## src/rtl/openofdm_rx_ctrl_pkg.sv

```systemverilog
// Shared types for the OpenOFDM receive controller: FSM states, result codes
// and the layout of the per-packet status word.
package openofdm_rx_ctrl_pkg;

   localparam int unsigned STATUS_W  = 32;
   localparam int unsigned PKT_LEN_W = 16;
   localparam int unsigned CODE_W    = 3;

   localparam int unsigned STAT_LEN_LSB      = 0;
   localparam int unsigned STAT_CODE_LSB     = 16;
   localparam int unsigned STAT_MISMATCH_BIT = 19;

   typedef enum logic [2:0] {
      ST_IDLE      = 3'd0,
      ST_WAIT_SIG  = 3'd1,
      ST_WAIT_DATA = 3'd2,
      ST_RST_CORE  = 3'd3,
      ST_REPORT    = 3'd4
   } state_e;

   typedef enum logic [CODE_W-1:0] {
      RES_OK           = 3'd0,
      RES_FCS_ERR      = 3'd1,
      RES_SIG_BAD      = 3'd2,
      RES_HT_UNSUP     = 3'd3,
      RES_SIG_TIMEOUT  = 3'd4,
      RES_DATA_TIMEOUT = 3'd5
   } res_code_e;

   // Status word: header length, result code, and a flag for byte count != header length.
   function automatic logic [STATUS_W-1:0] pack_status(input logic [PKT_LEN_W-1:0] len,
                                                       input res_code_e code,
                                                       input logic [PKT_LEN_W-1:0] nbytes);
      logic [STATUS_W-1:0] w;
      w = '0;
      w[STAT_LEN_LSB +: PKT_LEN_W] = len;
      w[STAT_CODE_LSB +: CODE_W]   = code;
      w[STAT_MISMATCH_BIT]         = (nbytes != len);
      return w;
   endfunction

endpackage

```

## src/rtl/openofdm_rx_ctrl_if.sv

```systemverilog
// Per-packet status record handshake between the receive controller and its consumer.
interface openofdm_rx_ctrl_if;
   import openofdm_rx_ctrl_pkg::*;

   logic                status_valid;
   logic                status_ready;
   logic [STATUS_W-1:0] status_data;

   modport master (output status_valid, output status_data, input status_ready);
   modport slave  (input status_valid, input status_data, output status_ready);

endinterface

```

## src/rtl/openofdm_rx_ctrl_timer.sv

```systemverilog
// Per-state cycle counter; clear_i marks the first cycle of a state and takes effect immediately.
module openofdm_rx_ctrl_timer #(
   parameter int unsigned TIMER_WIDTH = 20
) (
   input  logic                   clk_i,
   input  logic                   rst_i,
   input  logic                   clear_i,
   input  logic                   enable_i,
   input  logic [TIMER_WIDTH-1:0] threshold_i,
   output logic                   expired_c_o
);

   logic [TIMER_WIDTH-1:0] count_q;
   logic [TIMER_WIDTH-1:0] count_d;

   always_comb begin
      count_d     = clear_i ? '0 : count_q;
      expired_c_o = (threshold_i != '0) && (count_d == threshold_i);
   end

   always_ff @(posedge clk_i) begin
      if (rst_i) begin
         count_q <= '0;
      end else if (enable_i) begin
         count_q <= count_d + TIMER_WIDTH'(1);
      end else begin
         count_q <= '0;
      end
   end

endmodule

```

## src/rtl/openofdm_rx_ctrl.sv

```systemverilog
// OpenOFDM receive controller: packet acquisition, timeouts, core reset and status reporting.
// Define OPENOFDM_RX_CTRL_STAT_EN to add the per-result packet counters.
module openofdm_rx_ctrl
   import openofdm_rx_ctrl_pkg::*;
#(
   parameter int unsigned TIMER_WIDTH   = 20,
   parameter int unsigned RST_PULSE_LEN = 4
) (
   input  logic                   clock,
   input  logic                   reset,
   input  logic                   enable,
   input  logic                   short_preamble_detected,
   input  logic                   pkt_header_valid_strobe,
   input  logic                   pkt_header_valid,
   input  logic                   ht_unsupport,
   input  logic [PKT_LEN_W-1:0]   pkt_len,
   input  logic                   byte_out_strobe,
   input  logic                   fcs_out_strobe,
   input  logic                   fcs_ok,
   input  logic [TIMER_WIDTH-1:0] sig_timeout_th,
   input  logic [TIMER_WIDTH-1:0] data_timeout_th,
   output logic                   core_rst,
   output logic                   busy,
   openofdm_rx_ctrl_if.master     status
`ifdef OPENOFDM_RX_CTRL_STAT_EN
   ,
   output logic [15:0]            cnt_ok,
   output logic [15:0]            cnt_fcs_err,
   output logic [15:0]            cnt_abort
`endif
);

   localparam int unsigned PULSE_W = 4;

   state_e                 state_q;
   res_code_e              code_q;
   logic [PKT_LEN_W-1:0]   len_q;
   logic [PKT_LEN_W-1:0]   bytes_q;
   logic [PULSE_W-1:0]     pulse_q;
   logic                   entry_q;

   logic                   tmr_en_c;
   logic                   tmr_exp_c;
   logic [TIMER_WIDTH-1:0] tmr_th_c;
   logic [PKT_LEN_W-1:0]   bytes_inc_c;

   always_comb begin
      tmr_en_c    = (state_q == ST_WAIT_SIG) || (state_q == ST_WAIT_DATA);
      tmr_th_c    = (state_q == ST_WAIT_DATA) ? data_timeout_th : sig_timeout_th;
      bytes_inc_c = (byte_out_strobe && (bytes_q != 16'hFFFF)) ? bytes_q + 16'd1 : bytes_q;
   end

   openofdm_rx_ctrl_timer #(.TIMER_WIDTH(TIMER_WIDTH)) timer_u (
      .clk_i       (clock),
      .rst_i       (reset),
      .clear_i     (entry_q),
      .enable_i    (tmr_en_c),
      .threshold_i (tmr_th_c),
      .expired_c_o (tmr_exp_c)
   );

   always_ff @(posedge clock) begin
      if (reset) begin
         state_q             <= ST_IDLE;
         code_q              <= RES_OK;
         len_q               <= '0;
         bytes_q             <= '0;
         pulse_q             <= '0;
         entry_q             <= 1'b0;
         core_rst            <= 1'b0;
         busy                <= 1'b0;
         status.status_valid <= 1'b0;
         status.status_data  <= '0;
`ifdef OPENOFDM_RX_CTRL_STAT_EN
         cnt_ok              <= '0;
         cnt_fcs_err         <= '0;
         cnt_abort           <= '0;
`endif
      end else begin
         entry_q <= 1'b0;
         case (state_q)
            ST_IDLE: begin
               if (enable && short_preamble_detected) begin
                  state_q <= ST_WAIT_SIG;
                  entry_q <= 1'b1;
                  busy    <= 1'b1;
                  len_q   <= '0;
                  bytes_q <= '0;
               end
            end
            ST_WAIT_SIG: begin
               if (pkt_header_valid_strobe) begin
                  entry_q <= 1'b1;
                  if (!pkt_header_valid || ht_unsupport) begin
                     state_q  <= ST_RST_CORE;
                     code_q   <= !pkt_header_valid ? RES_SIG_BAD : RES_HT_UNSUP;
                     core_rst <= 1'b1;
                     pulse_q  <= PULSE_W'(1);
                  end else begin
                     state_q <= ST_WAIT_DATA;
                     len_q   <= pkt_len;
                     bytes_q <= '0;
                  end
               end else if (tmr_exp_c) begin
                  state_q  <= ST_RST_CORE;
                  entry_q  <= 1'b1;
                  code_q   <= RES_SIG_TIMEOUT;
                  core_rst <= 1'b1;
                  pulse_q  <= PULSE_W'(1);
               end
            end
            ST_WAIT_DATA: begin
               bytes_q <= bytes_inc_c;
               if (fcs_out_strobe) begin
                  state_q             <= ST_REPORT;
                  entry_q             <= 1'b1;
                  code_q              <= fcs_ok ? RES_OK : RES_FCS_ERR;
                  status.status_valid <= 1'b1;
                  status.status_data  <= pack_status(len_q, fcs_ok ? RES_OK : RES_FCS_ERR, bytes_inc_c);
               end else if (tmr_exp_c) begin
                  state_q  <= ST_RST_CORE;
                  entry_q  <= 1'b1;
                  code_q   <= RES_DATA_TIMEOUT;
                  core_rst <= 1'b1;
                  pulse_q  <= PULSE_W'(1);
               end
            end
            ST_RST_CORE: begin
               if (pulse_q == PULSE_W'(RST_PULSE_LEN)) begin
                  state_q             <= ST_REPORT;
                  entry_q             <= 1'b1;
                  core_rst            <= 1'b0;
                  status.status_valid <= 1'b1;
                  status.status_data  <= pack_status(len_q, code_q, bytes_q);
               end else begin
                  pulse_q <= pulse_q + PULSE_W'(1);
               end
            end
            ST_REPORT: begin
               // Datapath inputs are ignored here; only the status handshake matters.
               if (status.status_ready) begin
                  state_q             <= ST_IDLE;
                  entry_q             <= 1'b1;
                  busy                <= 1'b0;
                  status.status_valid <= 1'b0;
`ifdef OPENOFDM_RX_CTRL_STAT_EN
                  if (code_q == RES_OK) begin
                     cnt_ok <= cnt_ok + 16'd1;
                  end else if (code_q == RES_FCS_ERR) begin
                     cnt_fcs_err <= cnt_fcs_err + 16'd1;
                  end else begin
                     cnt_abort <= cnt_abort + 16'd1;
                  end
`endif
               end
            end
            default: begin
               state_q <= ST_IDLE;
               busy    <= 1'b0;
            end
         endcase
      end
   end

endmodule

```

## src/flat_wrapper.sv

```systemverilog
// flat-port wrapper written by rule: the top's interface ports become plain ports
module openofdm_rx_ctrl_flat import openofdm_rx_ctrl_pkg::*;
#(
   parameter int unsigned TIMER_WIDTH   = 20,
   parameter int unsigned RST_PULSE_LEN = 4
)
  (clock, reset, enable, short_preamble_detected, pkt_header_valid_strobe, pkt_header_valid, ht_unsupport, pkt_len, byte_out_strobe, fcs_out_strobe, fcs_ok, sig_timeout_th, data_timeout_th, core_rst, busy, status_status_valid, status_status_data, status_status_ready);
  openofdm_rx_ctrl_if status_i ();
  input  logic clock;
  input  logic reset;
  input  logic enable;
  input  logic short_preamble_detected;
  input  logic pkt_header_valid_strobe;
  input  logic pkt_header_valid;
  input  logic ht_unsupport;
  input  logic [PKT_LEN_W-1:0] pkt_len;
  input  logic byte_out_strobe;
  input  logic fcs_out_strobe;
  input  logic fcs_ok;
  input  logic [TIMER_WIDTH-1:0] sig_timeout_th;
  input  logic [TIMER_WIDTH-1:0] data_timeout_th;
  output logic core_rst;
  output logic busy;
  output wire logic [$bits(status_i.status_valid)-1:0] status_status_valid;
  output wire logic [$bits(status_i.status_data)-1:0] status_status_data;
  input wire logic [$bits(status_i.status_ready)-1:0] status_status_ready;
  assign status_status_valid = status_i.status_valid;
  assign status_status_data = status_i.status_data;
  assign status_i.status_ready = status_status_ready;
  openofdm_rx_ctrl #(.TIMER_WIDTH(TIMER_WIDTH), .RST_PULSE_LEN(RST_PULSE_LEN)) u_core (.clock(clock), .reset(reset), .enable(enable), .short_preamble_detected(short_preamble_detected), .pkt_header_valid_strobe(pkt_header_valid_strobe), .pkt_header_valid(pkt_header_valid), .ht_unsupport(ht_unsupport), .pkt_len(pkt_len), .byte_out_strobe(byte_out_strobe), .fcs_out_strobe(fcs_out_strobe), .fcs_ok(fcs_ok), .sig_timeout_th(sig_timeout_th), .data_timeout_th(data_timeout_th), .core_rst(core_rst), .busy(busy), .status(status_i));
endmodule
```

## config.mk

```make
export PLATFORM = sky130hd
export DESIGN_NAME = openofdm_rx_ctrl_flat
export DESIGN_NICKNAME = d
export VERILOG_FILES = /design/src/rtl/openofdm_rx_ctrl_pkg.sv /design/src/rtl/openofdm_rx_ctrl_if.sv /design/src/rtl/openofdm_rx_ctrl_timer.sv /design/src/rtl/openofdm_rx_ctrl.sv /design/src/flat_wrapper.sv
export SDC_FILE = /design/constraint.sdc
export NUM_CORES = 1
export LEC_CHECK = 0
export CORE_MARGIN = 3
export CORE_UTILIZATION = 53
export CTS_CLUSTER_SIZE = 12
export DETAILED_ROUTE_END_ITERATION = 6
export GPL_TIMING_DRIVEN = 0
export PLACE_DENSITY = 0.9
export SYNTH_ARGS = -nofsm -noshare
export SYNTH_HDL_FRONTEND = slang
export SYNTH_HIERARCHICAL = 1
export SYNTH_SLANG_ARGS = --single-unit
export TNS_END_PERCENT = 20
```

## constraint.sdc

```tcl
create_clock -name clock -period 4.1 [get_ports clock]
set_input_delay 0.41 -clock clock [delete_from_list [all_inputs] [get_ports clock]]
set_output_delay 0.41 -clock clock [all_outputs]
set_load 0.01 [all_outputs]
```

==> results.md <==
- Status: finished clean
- Io pins: between 100 and 150
- Max Fclk: 258.2 MHz
- Clock slew at reported path FFs: 0.10 ns
- Final hold violations: 0
- Post-layout min period: between 3 and 4 ns
- Final worst-path cycle share: 0.9446
- Final net count: 900
- Worst slack, placed: -0.7505 ns
- Mean Syn Cell Area: 7.568 sq um
- Max VDD drop: 0.2283 mV
- Final worst setup slack: 0.2273 ns
- Placed insts: between 900 and 1000
- Worst-path cell chain: buf_2 -> or3b_1 -> clkbuf_2 -> buf_2 -> clkbuf_2 -> nand2_1 -> nand2_1 -> nor4bb_1 -> a31oi_1 -> o21ai_0 -> nand4_1 -> a2111oi_4 -> a211oi_2 -> a311o_1 -> a21oi_1
- Total GRT Usage: 0.2862
- CTS buffer count: 9
- Clk Latency, worst-skew pair: 0.38 ns
- Via density: 5.954
- Most frequent cell after synthesis: nand2_1
- Cell variety after synth: 71
- Seq/Total Area, Yosys: 0.3177
- Clock Sinks: 86
- CP Max Fanout: 10
- Vias in the first global route: around 5500
- Area delta synth->final: 25.01%
- Wirelength, routed: 16190 um
- Max-slew violation count: 0
- Slew of the pin with the lowest slew margin: between 1 and 1.5 ns
- Residual DRC: 0
- Dpl hpwl: 11840 um
- PwrDens: 258.7 mW/mm^2
- Synthesized area: 0.005419 sq mm
- Hold_buf cts: 0
- Initial antenna violation count: 0
- Synthesized flop and latch total: 86
- Max-Cap Viols: 0
- Clock Tree Buf Depth: 2
- Placement Rows: 36
- Largest net degree at the start of global routing: 17
- Yosys warning total: 6
- Critical path's largest stage delay: 0.51 ns
- Drt first pass iters: 5
- Vias: 5758
- Die width: approximately 110 um
- EDFF count, synth: 0
- Worst min-delay path category: flop to flop
- Overflow after GRT: 0
- # port buffers: 88
- Layout cells sized above 1: 0.09592
- P_leak: 2.433 nW
- Worst Skew: 0.01320 ns
- TritonCTS clock tree: yes
- Ys flop type: dfxtp_1
- Critical path endpoint category: flop
- Ranking of synthesized cells by area: dfxtp_1 32%, nand2_1 8.2%, nor2_1 6.8%
- CTS root buf: clkbuf_8
- Detail Route Antenna Nets: 0
- N_diodes: 0
- H-Tree Level Count: 3
- Initial Util: 0.5493
- Slew headroom: 0.1761
- Setup tns final: 0 ns
- Largest area contributor in the netlist: dfxtp_1
- Syn Inst Count: 716
- Core Area: 0.009864 sq mm
- Core Util, Final: 0.6867
- First-pass GRT wire length: 26600 um
- CP max stage cell: a2111oi_4
- Critical Path AT: 4.19 ns
- Starting DRT DRC Count: 530
- FFs w/ async S/R, synth: 0
- Non-filler cells, final: 967
- Crit Path Class: flop to flop
- Share of the synthesized area in the top cell type: 0.3177
- Die area: 0.01147 sq mm
- Worst setup SP type: flop
- GP Congestion: 0.9354
- Average wire per standard cell: roughly 17 um
- Critical Path RT: 4.41 ns
- Die Y: 107.1 um
- Final setup fails: 0
- Synth top cells by count: 119 x nand2_1, 98 x nor2_1, 86 x dfxtp_1
==> layout by cell type (no fill, tap or decap), types with 4 or more instances in the layout <==
cell type | Yosys | routed
inv_1 | 13 | 13
xor2_1 | 10 | 10
clkbuf_8 | 0 | 9
o21ai_0 | 31 | 31
nor4_1 | 9 | 9
or3_1 | 9 | 9
nand3_1 | 14 | 14
buf_4 | 13 | 16
a22oi_1 | 21 | 21
a311oi_1 | 9 | 9
nand4_1 | 10 | 10
ha_1 | 4 | 4
and4_1 | 8 | 8
nand2_1 | 119 | 119
a21oi_1 | 48 | 48
a31oi_1 | 13 | 13
nor3_1 | 12 | 12
clkdlybuf4s50_1 | 0 | 88
buf_2 | 13 | 13
nor2b_1 | 10 | 10
xnor2_1 | 31 | 31
nand3b_1 | 4 | 4
clkbuf_2 | 0 | 5
nand2b_1 | 5 | 5
o21ai_1 | 10 | 10
clkbuf_1 | 29 | 25
nor2_1 | 98 | 98
conb_1 | 1 | 12
nor4bb_1 | 10 | 10
dfxtp_1 | 86 | 86
==> cells by family after synthesis <==
group | synth area share
and+or+nand+nor | 0.3320
AOI/OAI and AO/OA | 0.1960
DFF | 0.3177
buffers and inverters | 0.06603
xor gates and xnor gates | 0.07065
adders and majority gates | 0.009236
muxes | 0.007620
other | 0.0006920
==> critical path: cells and delay by family (launching register included) <==
family | cells | cell delay, ns
AO/OA/AOI/OAI | 6 | 1.48
AND/OR/NAND/NOR | 5 | 1.09
flip-flops | 1 | 0.30
buffers and inverters | 4 | 0.91
==> path summary, 6_finish.rpt <==
| path | start | to | slack [ns] | depth (start not counted) |
|---|---|---|---|---|
| setup reg to reg | u_core/state_q[0] | u_core/code_q[0] | 0.23 | 15 |
| hold / removal | u_core/status.status_data[15] | u_core/status.status_data[15] | 0.46 | 2 |
| hold reg to reg | u_core/status.status_data[15] | u_core/status.status_data[15] | 0.46 | 2 |
| setup / recovery | u_core/state_q[0] | u_core/code_q[0] | 0.23 | 15 |
==> what timing repair did <==
| action | in CTS | in global routing |
|---|---|---|
| gates cloned | 0 | 0 |
| setup buffers | 1 | 2 |
| pin swaps | 0 | 1 |
| endpoints found under the hold margin | 0 | 0 |
| setup endpoints to repair | 11 | 11 |
| gates resized for setup | 6 | 8 |
==> cell type report <==
| cell class | instances | area [sq um] |
|---|---|---|
| Fill cell | 781 | 3090 |
| Timing Repair Buffer | 91 | 903.4 |
| Inverter | 13 | 48.80 |
| Clock buffer | 10 | 127.6 |
| Tap cell | 133 | 166.4 |
| Clock inverter | 6 | 77.57 |
| Multi-Input combinational cell | 569 | 3410 |
| Sequential cell | 86 | 1722 |
| Buffer | 59 | 319.1 |
==> flip-flops by register name (all words and copies together) (netlist names) <==
| signal | count |
|---|---|
| u_core/state_q | 3 |
| u_core/code_q | 3 |
| u_core/core_rst | 1 |
| u_core/status.status_valid | 1 |
| u_core/busy | 1 |
| u_core/status.status_data | 20 |
| u_core/len_q | 16 |
| u_core/timer_u/count_q | 20 |
| u_core/entry_q | 1 |
| u_core/pulse_q | 4 |
| u_core/bytes_q | 16 |
==> through the flow <==
| stage | hold slack, ns | power [mW] | area [sq um] |
|---|---|---|---|
| finish | 0.4559 | 1.752 | 6774 |
| CTS | 0.4570 | 1.750 | 6748 |
| global route | 0.4774 | 1.815 | 6774 |
| global placement | 0.4396 | 1.110 | 6507 |
| detailed placement | 0.4436 | 1.117 | 6507 |
| floorplan | 0.4323 | 1.005 | 5460 |
==> layer usage <==
metal  share of wire  global-route usage  vias to the layer above
met5               0                   0                        -
met1            0.42              0.3600                     2680
met2            0.47              0.4745                      278
met3           0.087             0.06623                       49
met4           0.026              0.1105                        0
li1                -                   -                     2751
==> where the power goes <==
part | internal [mW] | switching, mW | total (mW)
sequential | 0.843 | 0.00925 | 0.853
combinational | 0.118 | 0.137 | 0.255
clock | 0.295 | 0.350 | 0.645
(Power assumes the default switching activity.)
==> variant, RTL diff (same flow settings) <==
Reset style: asynchronous (`reset` and `rst_i`), changed in 2 clocked blocks.
--- a/src/rtl/openofdm_rx_ctrl_timer.sv
+++ b/src/rtl/openofdm_rx_ctrl_timer.sv
@@ -18,7 +18,7 @@
       expired_c_o = (threshold_i != '0) && (count_d == threshold_i);
    end
 
-   always_ff @(posedge clk_i) begin
+   always_ff @(posedge clk_i or posedge rst_i) begin
       if (rst_i) begin
          count_q <= '0;
       end else if (enable_i) begin
--- a/src/rtl/openofdm_rx_ctrl.sv
+++ b/src/rtl/openofdm_rx_ctrl.sv
@@ -59,7 +59,7 @@
       .expired_c_o (tmr_exp_c)
    );
 
-   always_ff @(posedge clock) begin
+   always_ff @(posedge clock or posedge reset) begin
       if (reset) begin
          state_q             <= ST_IDLE;
          code_q              <= RES_OK;
Behaviour: differs if reset is asserted again (counterexample within 4 cycles, from zero or initial values and one cycle with reset high); with reset held inactive, the same outputs for 10 cycles.
==> variant against the original RTL <==
Global-route usage decreased by 1.3 points; area after synthesis increased by 3.5%; setup slack improved by 0.13 ns; critical endpoint is now u_core/pulse_q[2]; wire length decreased by 1.2%; via count decreased by 3.4%; final area increased by 2.9%; first-iteration DRC count decreased by 3.6%; clock skew increased by 0.0035 ns; critical path type unchanged; non-clock buffer count decreased by 3; highest routed layer unchanged; sequential cell count unchanged.
Power is not compared: it rests on default switching activity, and its combinational part moved more than twofold at a synthesized area within 25%.
==> variant: results (changes against the original RTL) <==
outcome finished clean; Min Hold Slack 0.455 ns (-0.00110 ns); gpl congestion 0.922 (-1.4%); setup TNS 0 ns (unchanged); slowest CP cell dfrtp_1; Placed Cells 924 (-2.5%); First DRT Iteration DRCs 511 (-3.6%); R2R Path Start u_core/state_q[0]; xor/xnor cell area share of the yosys netlist 6.25% (-0.82 points); first-pass GRT wire length 25.5 mm (-4.1%); family with the most delay on the worst path simple AND/OR/NAND/NOR gates; multiplexer area fraction after synthesis 0.379% (-0.38 points); Place WS -0.377 ns (+0.373 ns); R2R Setup Slk 0.36 ns (+0.13 ns); R2R depth 16 (+1); Synth async-reset ratio 100% (+100 points); final non-filler cell total 942 (-2.6%); vias in the first global route 5,286 (-4.3%); met2 routed WL 8.02 mm (+5.9%); Synth top cells by count nand2_1, dfrtp_1, nor2_1; sequential area share after synthesis 38.4% (+6.6 points); metal1 wirelength 6.23 mm (-8.3%); DR WL met3 1.22 mm (-14%); hold-critical path depth 3 (+1); max incr delay on CP 0.45 ns (-0.06 ns); Tot GR Track Use 27.4% (-1.3 points); share of cells above drive strength 1 8.16% (-1.4 points); Worst Hold End u_core/bytes_q[2]; drt total wl 16.0 mm (-1.2%); adder-cell area share of the yosys netlist 0.892% (-0.031 points); Unique masters post-synth 67 (-5.6%); Vias 5,565 (-3.4%); fin nets 875 (-2.8%); RR Endpoint u_core/pulse_q[2]; worst min-delay path startpoint byte_out_strobe
variant: through the flow:
step	area [µm²]	power, mW
finish	6970	3.36
global route	6970	3.58
CTS	6940	3.33
detailed placement	6730	2.71
global placement	6700	2.64
floorplan	5650	2.17
variant: timing repair:
item | in CTS | in global routing
setup buffers | 1 | 2
setup endpoints to repair | 8 | 7
pin swaps | 1 | 2
resized for setup | 2 | 12
variant: how the worst max path moves through the flow:
stage	start	end	slack, ns	depth (start not counted)
after floorplan	u_core/state_q[0]	u_core/pulse_q[3]	0.69	16
after global placement	u_core/state_q[0]	u_core/pulse_q[3]	-0.75	16
after detailed placement	u_core/state_q[0]	u_core/pulse_q[2]	-0.38	16
after CTS	u_core/state_q[1]	u_core/pulse_q[2]	0.04	17
after global routing	u_core/state_q[0]	u_core/pulse_q[2]	-0.02	16
final	u_core/state_q[0]	u_core/pulse_q[2]	0.36	16
variant: metal layers:
metal	GRT usage, %	vias to the layer above
li1	-	2654
met1	32.4	2602
met2	48.9	263
met3	4.14	46
met4	12.1	0
met5	0	-
variant: final cells by class:
| class | instances | area [µm²] | area share, % |
|---|---|---|---|
| Clock inverter | 6 | 70.1 | 1.01 |
| Sequential cell | 86 | 2150 | 30.9 |
| Buffer | 55 | 292 | 4.18 |
| Clock buffer | 10 | 128 | 1.83 |
| Tap cell | 133 | 166 | 2.39 |
| Multi-Input combinational cell | 550 | 3200 | 45.9 |
| Inverter | 10 | 37.5 | 0.539 |
| Timing Repair Buffer | 92 | 923 | 13.2 |
variant: tightest hold or removal path: cells and delay by family:
kind            cells  cell delay [ns]
buf+inv             1             0.13
compound gates      1             0.08
simple gates        1             0.17
